$ cat config.mk
export PLATFORM = sky130hd
export DESIGN_NAME = fft_frame_feeder
export DESIGN_NICKNAME = d
export VERILOG_FILES = /design/src/rtl/fft_feeder_pkg.sv /design/src/rtl/frame_buf.sv /design/src/rtl/fft_frame_feeder.sv
export SDC_FILE = /design/constraint.sdc
export NUM_CORES = 2
export LEC_CHECK = 0
export CORE_ASPECT_RATIO = 0.5
export CORE_MARGIN = 2
export CORE_UTILIZATION = 50
export CTS_BUF_LIST = sky130_fd_sc_hd__clkbuf_8 sky130_fd_sc_hd__clkbuf_16
export DETAILED_ROUTE_END_ITERATION = 8
export HOLD_SLACK_MARGIN = 0.1
export PLACE_DENSITY = 0.65
export SYNTH_ARGS = -nofsm -noshare
export SYNTH_HDL_FRONTEND = slang
export SYNTH_SLANG_ARGS = --single-unit
$ cat constraint.sdc
create_clock -name clk -period 11.2 [get_ports clk]
set_input_delay 1.12 -clock clk [delete_from_list [all_inputs] [get_ports clk]]
set_output_delay 1.12 -clock clk [all_outputs]
set_load 0.005 [all_outputs]
$ cat src/rtl/fft_feeder_pkg.sv
// Shared definitions for the FFT frame feeder: FSM state encoding,
// default frame geometry and the ADC offset-binary bias.
package fft_feeder_pkg;

  typedef enum logic [1:0] {
    ST_IDLE    = 2'd0,
    ST_CAPTURE = 2'd1,
    ST_STREAM  = 2'd2,
    ST_DONE    = 2'd3
  } feeder_state_t;

  localparam int DEFAULT_FFT_LEN = 256;
  localparam int DEFAULT_DATA_W  = 10;

  // Offset-binary bias for the default ADC width (mid-scale code).
  localparam int ADC_OFFSET = 1 << (DEFAULT_DATA_W - 1);

  // Offset-binary bias for an arbitrary ADC width.
  function automatic int adc_offset(input int data_w);
    return 1 << (data_w - 1);
  endfunction

endpackage

$ cat src/rtl/frame_buf.sv
// Simple dual-port frame buffer: synchronous write port and a registered
// read port with one cycle of latency. No reset on the array or the read
// register so it maps onto block or distributed RAM.
module frame_buf #(
  parameter int DEPTH = 256,
  parameter int WIDTH = 16,
  parameter int AW    = $clog2(DEPTH)
) (
  input  logic             clk,
  input  logic             we,
  input  logic [AW-1:0]    waddr,
  input  logic [WIDTH-1:0] wdata,
  input  logic [AW-1:0]    raddr,
  output logic [WIDTH-1:0] rdata
);

  logic [WIDTH-1:0] mem_q [DEPTH];

  // Write port: one sample per enabled cycle.
  always_ff @(posedge clk) begin
    if (we) begin
      mem_q[waddr] <= wdata;
    end
  end

  // Read port: data for raddr appears after the next rising edge.
  always_ff @(posedge clk) begin
    rdata <= mem_q[raddr];
  end

endmodule

$ cat src/rtl/fft_frame_feeder.sv
// Captures FFT_LEN consecutive ADC samples, converts them from offset
// binary to two's complement, then streams the frame out on AXI-Stream
// with tlast on the final beat.
//
// Handshake: a beat transfers on a rising edge where m_axis_tvalid and
// m_axis_tready are both 1. Once tvalid is raised it stays high, with
// tdata/tlast frozen, until that beat transfers; tvalid never depends
// combinationally on tready.
module fft_frame_feeder
  import fft_feeder_pkg::*;
#(
  parameter int FFT_LEN    = DEFAULT_FFT_LEN,
  parameter int DATA_W     = DEFAULT_DATA_W,
  parameter int OUT_W      = 16,
  parameter bit CONTINUOUS = 1'b0
) (
  input  logic                 clk,
  input  logic                 rst_n,
  input  logic                 start,
  input  logic [DATA_W-1:0]    ad_data,
  input  logic                 ad_otr,
  output logic [2*OUT_W-1:0]   m_axis_tdata,
  output logic                 m_axis_tvalid,
  input  logic                 m_axis_tready,
  output logic                 m_axis_tlast,
  output logic                 busy,
  output logic                 frame_done,
  output logic                 otr_flag,
  output logic [1:0]           dbg_state
);

  localparam int              AW        = $clog2(FFT_LEN);
  localparam int              OFFSET    = adc_offset(DATA_W);
  localparam logic [AW-1:0]   LAST_ADDR = AW'(FFT_LEN - 1);

  feeder_state_t     state_q, state_d;
  logic [AW-1:0]     wr_addr_q, wr_addr_d;
  logic [AW-1:0]     rd_addr_q, rd_addr_d;
  logic              tvalid_q, tvalid_d;
  logic              tlast_q, tlast_d;
  logic              busy_q, busy_d;
  logic              frame_done_q, frame_done_d;
  logic              otr_q, otr_d;

  logic              handshake;
  logic [AW-1:0]     rd_next;
  logic              buf_we;
  logic [OUT_W-1:0]  buf_wdata;
  logic [AW-1:0]     buf_raddr;
  logic [OUT_W-1:0]  buf_rdata;

  // Offset binary to two's complement: subtracting mid-scale in OUT_W bits
  // yields the sign-extended result directly since it always fits.
  always_comb begin
    buf_wdata = OUT_W'(ad_data) - OUT_W'(OFFSET);
  end

  // Read address prefetch: the buffer's output register always holds the
  // beat that is on the bus after the next edge, so re-reading the current
  // address holds the data under backpressure and advancing on a handshake
  // gives back-to-back beats without a bubble.
  always_comb begin
    handshake = tvalid_q & m_axis_tready;
    rd_next   = rd_addr_q + AW'(1);
    buf_raddr = handshake ? rd_next : rd_addr_q;
  end

  // Next-state and next-output logic for the capture/stream FSM.
  always_comb begin
    state_d   = state_q;
    wr_addr_d = wr_addr_q;
    rd_addr_d = rd_addr_q;
    tvalid_d  = tvalid_q;
    tlast_d   = tlast_q;
    otr_d     = otr_q;
    buf_we    = 1'b0;

    case (state_q)
      ST_IDLE: begin
        if (start) begin
          state_d   = ST_CAPTURE;
          otr_d     = 1'b0;
          wr_addr_d = '0;
        end
      end

      ST_CAPTURE: begin
        buf_we    = 1'b1;
        otr_d     = otr_q | ad_otr;
        wr_addr_d = wr_addr_q + AW'(1);
        if (wr_addr_q == LAST_ADDR) begin
          state_d   = ST_STREAM;
          rd_addr_d = '0;
        end
      end

      ST_STREAM: begin
        if (!tvalid_q) begin
          // First cycle: the read of address 0 was issued this cycle.
          tvalid_d = 1'b1;
          tlast_d  = (rd_addr_q == LAST_ADDR);
        end else if (handshake) begin
          if (tlast_q) begin
            tvalid_d  = 1'b0;
            tlast_d   = 1'b0;
            rd_addr_d = '0;
            state_d   = ST_DONE;
          end else begin
            rd_addr_d = rd_next;
            tlast_d   = (rd_next == LAST_ADDR);
          end
        end
      end

      ST_DONE: begin
        if (CONTINUOUS) begin
          state_d   = ST_CAPTURE;
          otr_d     = 1'b0;
          wr_addr_d = '0;
        end else begin
          state_d = ST_IDLE;
        end
      end

      default: state_d = ST_IDLE;
    endcase

    busy_d       = (state_d != ST_IDLE);
    frame_done_d = (state_d == ST_DONE);
  end

  // State, counters and registered outputs; reset aborts any frame.
  always_ff @(posedge clk or negedge rst_n) begin
    if (!rst_n) begin
      state_q      <= ST_IDLE;
      wr_addr_q    <= '0;
      rd_addr_q    <= '0;
      tvalid_q     <= 1'b0;
      tlast_q      <= 1'b0;
      busy_q       <= 1'b0;
      frame_done_q <= 1'b0;
      otr_q        <= 1'b0;
    end else begin
      state_q      <= state_d;
      wr_addr_q    <= wr_addr_d;
      rd_addr_q    <= rd_addr_d;
      tvalid_q     <= tvalid_d;
      tlast_q      <= tlast_d;
      busy_q       <= busy_d;
      frame_done_q <= frame_done_d;
      otr_q        <= otr_d;
    end
  end

  frame_buf #(
    .DEPTH (FFT_LEN),
    .WIDTH (OUT_W),
    .AW    (AW)
  ) u_frame_buf (
    .clk   (clk),
    .we    (buf_we),
    .waddr (wr_addr_q),
    .wdata (buf_wdata),
    .raddr (buf_raddr),
    .rdata (buf_rdata)
  );

  // Bus data is forced to zero when no beat is presented, so it reads 0
  // out of reset even though the RAM read register is not reset.
  always_comb begin
    m_axis_tdata = tvalid_q ? {{OUT_W{1'b0}}, buf_rdata} : '0;
  end

  assign m_axis_tvalid = tvalid_q;
  assign m_axis_tlast  = tlast_q;
  assign busy          = busy_q;
  assign frame_done    = frame_done_q;
  assign otr_flag      = otr_q;
  assign dbg_state     = state_q;

endmodule

==> metrics <==
Clk Latency, worst-skew pair=approximately 0.89 ns; First-pass DRT Iterations=6; ANT nets after route=0; layout cells sized above 1=0.0964; Least-Margin Pin Slew=roughly 1.5 ns; via count=around 67,000; TritonCTS clock tree=yes; register area share after synthesis=0.718; synthesized netlist cell count=between 7,000 and 8,000; DRT iter0 DRCs=slightly above 10,000; Required @ worst endpoint=11.99 ns; relative slew slack=0.0246; reg2reg start=rd_addr_q[0]; GR Util All Layers=0.281; IO Pins=54; Clock transition at path regs=roughly 0.07 ns; Final Non-Filler Cells=10,382; Post-Synth Simple-Gate Area=0.109; Leak=roughly 39 nW; RSZ-0062 raised after global routing=no; Layout Skew=between 0.05 and 0.06 ns; CP startpoint kind=register; R2R cell count=12; Mean Syn Cell Area=14.6 um^2; Nets=~7,400; row count=120; compound-cell area share of the yosys netlist=0.0511; first-pass GRT wire length=approximately 450,000 um; FFs w/ async S/R, synth=0.00887; Synth cell types=91; Setup TNS=0 ns; max-cap viol count=0; XOR/XNOR Fraction of Synth Area=0.00110; wire per inst=around 30 um; Setup CP Type=reg -> reg; placed inst area=roughly 110,000 um^2; post-CTS repair timing setup buffer count=0; Sink Count=~2,600; Synth area leader=edfxtp_1; Period minus WS final=between 7 and 8 ns; crit path launch=rd_addr_q[0]; most common cell in the netlist=edfxtp_1; gp weighted congestion=about 0.88; grt total ovfl=0; drt drc=0; IO buf count=37; DIE AREA=220,000 um^2; dpl cells=about 10,000; Die X=around 660 um; top cell type's share of synthesized area=0.711; TritonCTS Buffers=~230; vias in the first global route=about 62,000; Hold Buf Count CTS=0; slowest stage delay, CP=0.92 ns; crit-path max FO=83; Worst Slack Setup Final=3.98 ns; crit path DAT=~8.0 ns; number of synthesized flops with an enable pin=2,560; Highest Clock Rate=0.138 GHz; Synth area leaders=edfxtp_1, mux2i_1, nand2_1; final count of pins violating max slew=0; Worst Hold Class=reg -> reg; Root Driver=clkbuf_16; initial antenna violation count=18; initial core utilization=0.504; Fin. Hold Viols=0; Most common cell on crit path=buf_4; Die Y=333 um; CP Capture Type=register; htree depth=4; Synth Area in Adders=0.000695; Post-CTS Resized=0; Synth-to-Final Area Change=9.18%; largest family of logic cells by synthesized area=simple AND/OR/NAND/NOR gates; most frequent cells after synthesis=edfxtp_1, nand2_1, mux2i_1; CP max-delay cell=ha_4; worst hold stages=2; period utilization=0.645; Max Root-Sink Buffers=4; Yosys warnings=0; Post-Syn Area=~110,000 um^2; core area=around 210,000 um^2; power per cell area=between 200 and 250 nW/um^2; Seq cells post-synth=2,593; pin count of the biggest net entering global routing=roughly 160; vias per cell=6.42; mux share of post-synthesis cell area=0.0928; status=finished clean; fin area=118,000 um^2; maximum vdd drop=166 uV; final setup vio count=0; post-detail-place hpwl=between 150,000 and 200,000 um; pre-CTS setup slack=about 4.3 ns; Routed WL=between 300,000 and 400,000 um; hold_sp=otr_flag; Top FF cell, synth=edfxtp_1; CP cell instances=clkinv_2 -> ha_4 -> and3b_1 -> nor2_4 -> buf_4 -> buf_4 -> nand2_1 -> a32oi_1 -> a31oi_1 -> o22ai_1 -> o2111ai_1 -> o211ai_1
==> state kept, by name, indices dropped and copies added, names as in the netlist <==
name and count:
otr_flag 1, rd_addr_q 8, u_frame_buf.rdata 10, u_frame_buf.mem_q 2560
frame_done 1, wr_addr_q 8, dbg_state 2, m_axis_tlast 1
busy 1, m_axis_tvalid 1
==> path summary, 6_finish.rpt <==
| kind | endpoint | slack [ns] |
|---|---|---|
| max | u_frame_buf.rdata[14] | 3.98 |
| min reg2reg | otr_flag | 0.53 |
| max in group asynchronous | rd_addr_q[0] | 10.23 |
| max reg2reg | u_frame_buf.rdata[14] | 3.98 |
| min in group asynchronous | frame_done | 0.63 |
| min | otr_flag | 0.53 |
==> worst max-delay path: cells and delay by family, from the launching register on <==
kind / cells / cell delay (ns)
flip-flops: 1 / 0.86
buffers and inverters: 3 / 2.24
AND/OR/NAND/NOR: 3 / 0.90
adder cells (fa/ha/maj): 1 / 0.92
AO/OA/AOI/OAI: 5 / 2.08
==> layout by cell type, fill, tap and decap left out, types with 18 or more instances in the layout <==
master,netlist,layout
a311oi_1,21,21
a32oi_1,75,75
a211oi_1,41,41
a31oi_1,199,199
mux4_2,182,182
a21oi_1,107,106
clkdlybuf4s50_1,0,28
nor3_1,74,74
clkbuf_16,0,231
inv_1,9,75
nand2_1,1508,1499
buf_4,110,147
o21ai_0,52,50
a22oi_1,18,18
mux2i_1,588,588
a2111oi_0,18,18
o211ai_1,35,35
and3_1,22,21
dfrtp_1,23,20
clkinv_2,0,32
nor2b_1,23,22
a221o_1,59,59
clkinv_1,0,50
o22ai_1,28,27
nand4_1,119,119
nand3_1,550,538
nor2_1,342,336
edfxtp_1,2560,2560
==> cells by family (layout without fill, tap and decap cells) <==
kind of cell / Yosys count / after routing
buffers and inverters: 540 / 619
AOI/OAI and AO/OA: 762 / 762
xor gates and xnor gates: 11 / 11
other: 1 / 19
and+or+nand+nor: 2731 / 2731
adders and majority gates: 6 / 6
DFF: 2593 / 2593
muxes: 774 / 774
==> metal layers <==
metal	global-route usage	wire, um	up-vias
li1	-	-	28192
met5	0	83	-
met3	0.0753	39300	491
met2	0.405	137000	3881
met1	0.420	129000	34055
met4	0.0787	8710	12
==> where the power goes <==
part	internal [mW]	leakage, nW	total [mW]	switching (mW)
Sequential	10.7	23.4	10.7	0.0699
Clock	4.12	3.71	7.63	3.51
Combinational	1.93	11.6	5.98	4.05
==> final cells by class <==
| class | instances | area, um^2 |
|---|---|---|
| fillers | 16884 | 96400 |
| flip-flops and latches | 2593 | 77700 |
| multi-input cells | 4300 | 27800 |
| clock buffers | 237 | 5860 |
| well taps | 2867 | 3590 |
| repair buffers | 201 | 1860 |
| clock inverters | 172 | 1150 |
| inverters | 9 | 42.5 |
| diodes | 3 | 7.51 |
==> per-stage QoR <==
stage / util / power, mW / hold slack, ns
after detailed placement: 0.518 / 16.8 / 0.511
after CTS: 0.550 / 24.3 / 0.530
final: 0.550 / 24.4 / 0.530
after floorplan: - / 14.9 / 0.500
after global routing: 0.550 / 25.1 / 0.553
after global placement: 0.518 / 16.8 / 0.513
Power figures use the tool's default switching activity.
==> RTL edit: new RTL, same settings <==
`DEFAULT_FFT_LEN`: 256 -> 128.
--- a/src/rtl/fft_feeder_pkg.sv
+++ b/src/rtl/fft_feeder_pkg.sv
@@ -11,3 +11,3 @@
 
-  localparam int DEFAULT_FFT_LEN = 256;
+  localparam int DEFAULT_FFT_LEN = 128;
   localparam int DEFAULT_DATA_W  = 10;
Check against the original RTL: not settled (the Yosys comparison gave no result); the edit may change what the design does.
==> RTL edit against the unedited design <==
Total power decreased by 44%; non-clock buffer count decreased by 86; wire length decreased by 54%; via count decreased by 55%; cell area decreased by 50%; core utilization increased by 0.80 points; worst setup slack improved by 1.6 ns; sequential cell count decreased by 1282; hold slack improved by 0.0069 ns; critical path depth decreased by 1; count of clock-buffer cells in the layout decreased by 121; sequential share of layout area increased by 0.93 points; area after synthesis decreased by 51%.
==> RTL edit: results (changes against the unedited design) <==
Synth async-reset ratio=1.60% (was 0.887%); Non-Filler Instances=4705 (was 10400); Detailed Routing Iterations Pass 1=6 (unchanged); crit-path max FO=56 (was 83); # resized after CTS=0 (unchanged); Clock transition at path regs=0.07 ns (about the same); relative slew slack=5.92% (was 2.46%); CTS Buf Count=112 (was 228); Layout Skew=0.0209 ns (was 0.0597 ns); Cell variety after synth=66 (was 91); wire per inst=30.5 microns (was 30.3 microns); Post-synth EDFFs=1280 (was 2560); layout cells sized above 1=16.8% (was 9.64%); final core occ=55.8% (was 55.0%); routability cong.=0.883 (about the same); nets=3202 (was 7354); worst skew pair latency=0.73 ns (was 0.89 ns); All-Layer GR Usage=26.2% (was 28.1%); Port Buffer Count=37 (unchanged); top flop regs=u_frame_buf.mem_q x1280, u_frame_buf.rdata x10 (was u_frame_buf.mem_q x2560, u_frame_buf.rdata x10); largest net degree at the start of global routing=106 (was 162); pre-CTS setup slack=5.24 ns (was 4.29 ns); placed cells=4489 (was 9970); P_leak=18.7 nW (was 38.6 nW); total congestion overflow=0 (unchanged); Clock Tree Buf Depth=3 (was 4); maximum vdd drop=161 uV (was 166 uV); CP max stage delay=1.17 ns (was 0.92 ns); synth top area cells=edfxtp_1 (72%), mux4_2 (8.5%), nand2_1 (3.1%) (was edfxtp_1 (71%), mux2i_1 (5.4%), nand2_1 (5.2%)); Yosys warning count=0 (unchanged); syn avg cell area=16.8 sq um (was 14.6 sq um); Iter 0 DRT Violations=4720 (was 10400); dpl cell area=54800 sq um (was 111000 sq um); status=finished, final reports clean (unchanged); vias in the first global route=28700 (was 61900); root buffer cell=clkbuf_16 (unchanged); fillcell total=8035 (was 16900); Crit-path slowest cell=a2111oi_0 (was ha_4); # Post-CTS Setup Buffers=0 (unchanged); Arr. time, crit path=6.26 ns (was 8.01 ns); DPL Wire Length=85900 microns (was 181000 microns); min-delay worst type=flop to flop (unchanged); DR vias=30100 (was 66600); P_int=9.25 mW (was 16.7 mW); initial antenna violation count=5 (was 18); post-synthesis sequential area ratio=73.8% (was 71.8%); first-pass GRT wire length=205000 microns (was 447000 microns); Largest delay share family, worst path=compound AO/OA/AOI/OAI gates (was buffers and inverters); top cells by count, synth=edfxtp_1 (1280), nand2_1 (440), mux4_2 (201) (was edfxtp_1 (2560), nand2_1 (1508), mux2i_1 (588)); H-tree depth=3 (was 4)
==> RTL edit: area by class of cell <==
cell class	count	area share [%]
diodes	4	0.0171
flip-flops and latches	1311	66.7
multi-input cells	1638	21.9
repair buffers	115	1.65
clock inverters	96	1.76
well taps	1419	3.02
inverters	6	0.0426
clock buffers	116	4.89
==> RTL edit: path summary, 6_finish.rpt <==
path | start | end | slack (ns) | cells past startpoint
min in group asynchronous | rst_n | frame_done$_DFF_PN0_ | 0.77 | 2
max | rd_addr_q[1]$_DFFE_PN0P_ | u_frame_buf.rdata[7]$_DFF_P_ | 5.62 | 11
max reg2reg | rd_addr_q[1]$_DFFE_PN0P_ | u_frame_buf.rdata[7]$_DFF_P_ | 5.62 | 11
min | otr_flag$_DFFE_PN0P_ | otr_flag$_DFFE_PN0P_ | 0.54 | 2
min reg2reg | otr_flag$_DFFE_PN0P_ | otr_flag$_DFFE_PN0P_ | 0.54 | 2
max in group asynchronous | rst_n | rd_addr_q[1]$_DFFE_PN0P_ | 10.14 | 2
==> RTL edit: metal layers <==
metal	part of all wire (%)	global-route usage, %	wire length [microns]
met5	0.063	0	90
met4	3.5	8.84	4970
met3	11	6.63	15800
met2	44	38.6	63200
met1	41	38.5	59500
==> RTL edit: power groups by stage <==
stage	sequential, mW	combinational, mW	clock, mW
after floorplan	5.69	2.50	0
after CTS	5.68	3.67	4.16
after global placement	5.78	3.63	0
after global routing	5.69	3.89	4.35
final	5.68	3.71	4.13
after detailed placement	5.79	3.66	0
==> RTL edit: kinds of logic after synthesis <==
group                      count (synthesis)  share of synthesized area, %
AOI/OAI and AO/OA                        377                          4.72
xor gates and xnor gates                  11                         0.196
adders and majority gates                  3                        0.0708
buffers and inverters                    216                          2.21
DFF                                     1311                          73.8
muxes                                    368                          11.9
other                                      1                       0.00707
and+or+nand+nor                          863                          7.03
==> RTL edit: tightest hold or removal path, delay by kind of cell, from the launching register on <==
kind	cells	cell delay (ns)
flops	1	0.34
compound gates	2	0.15
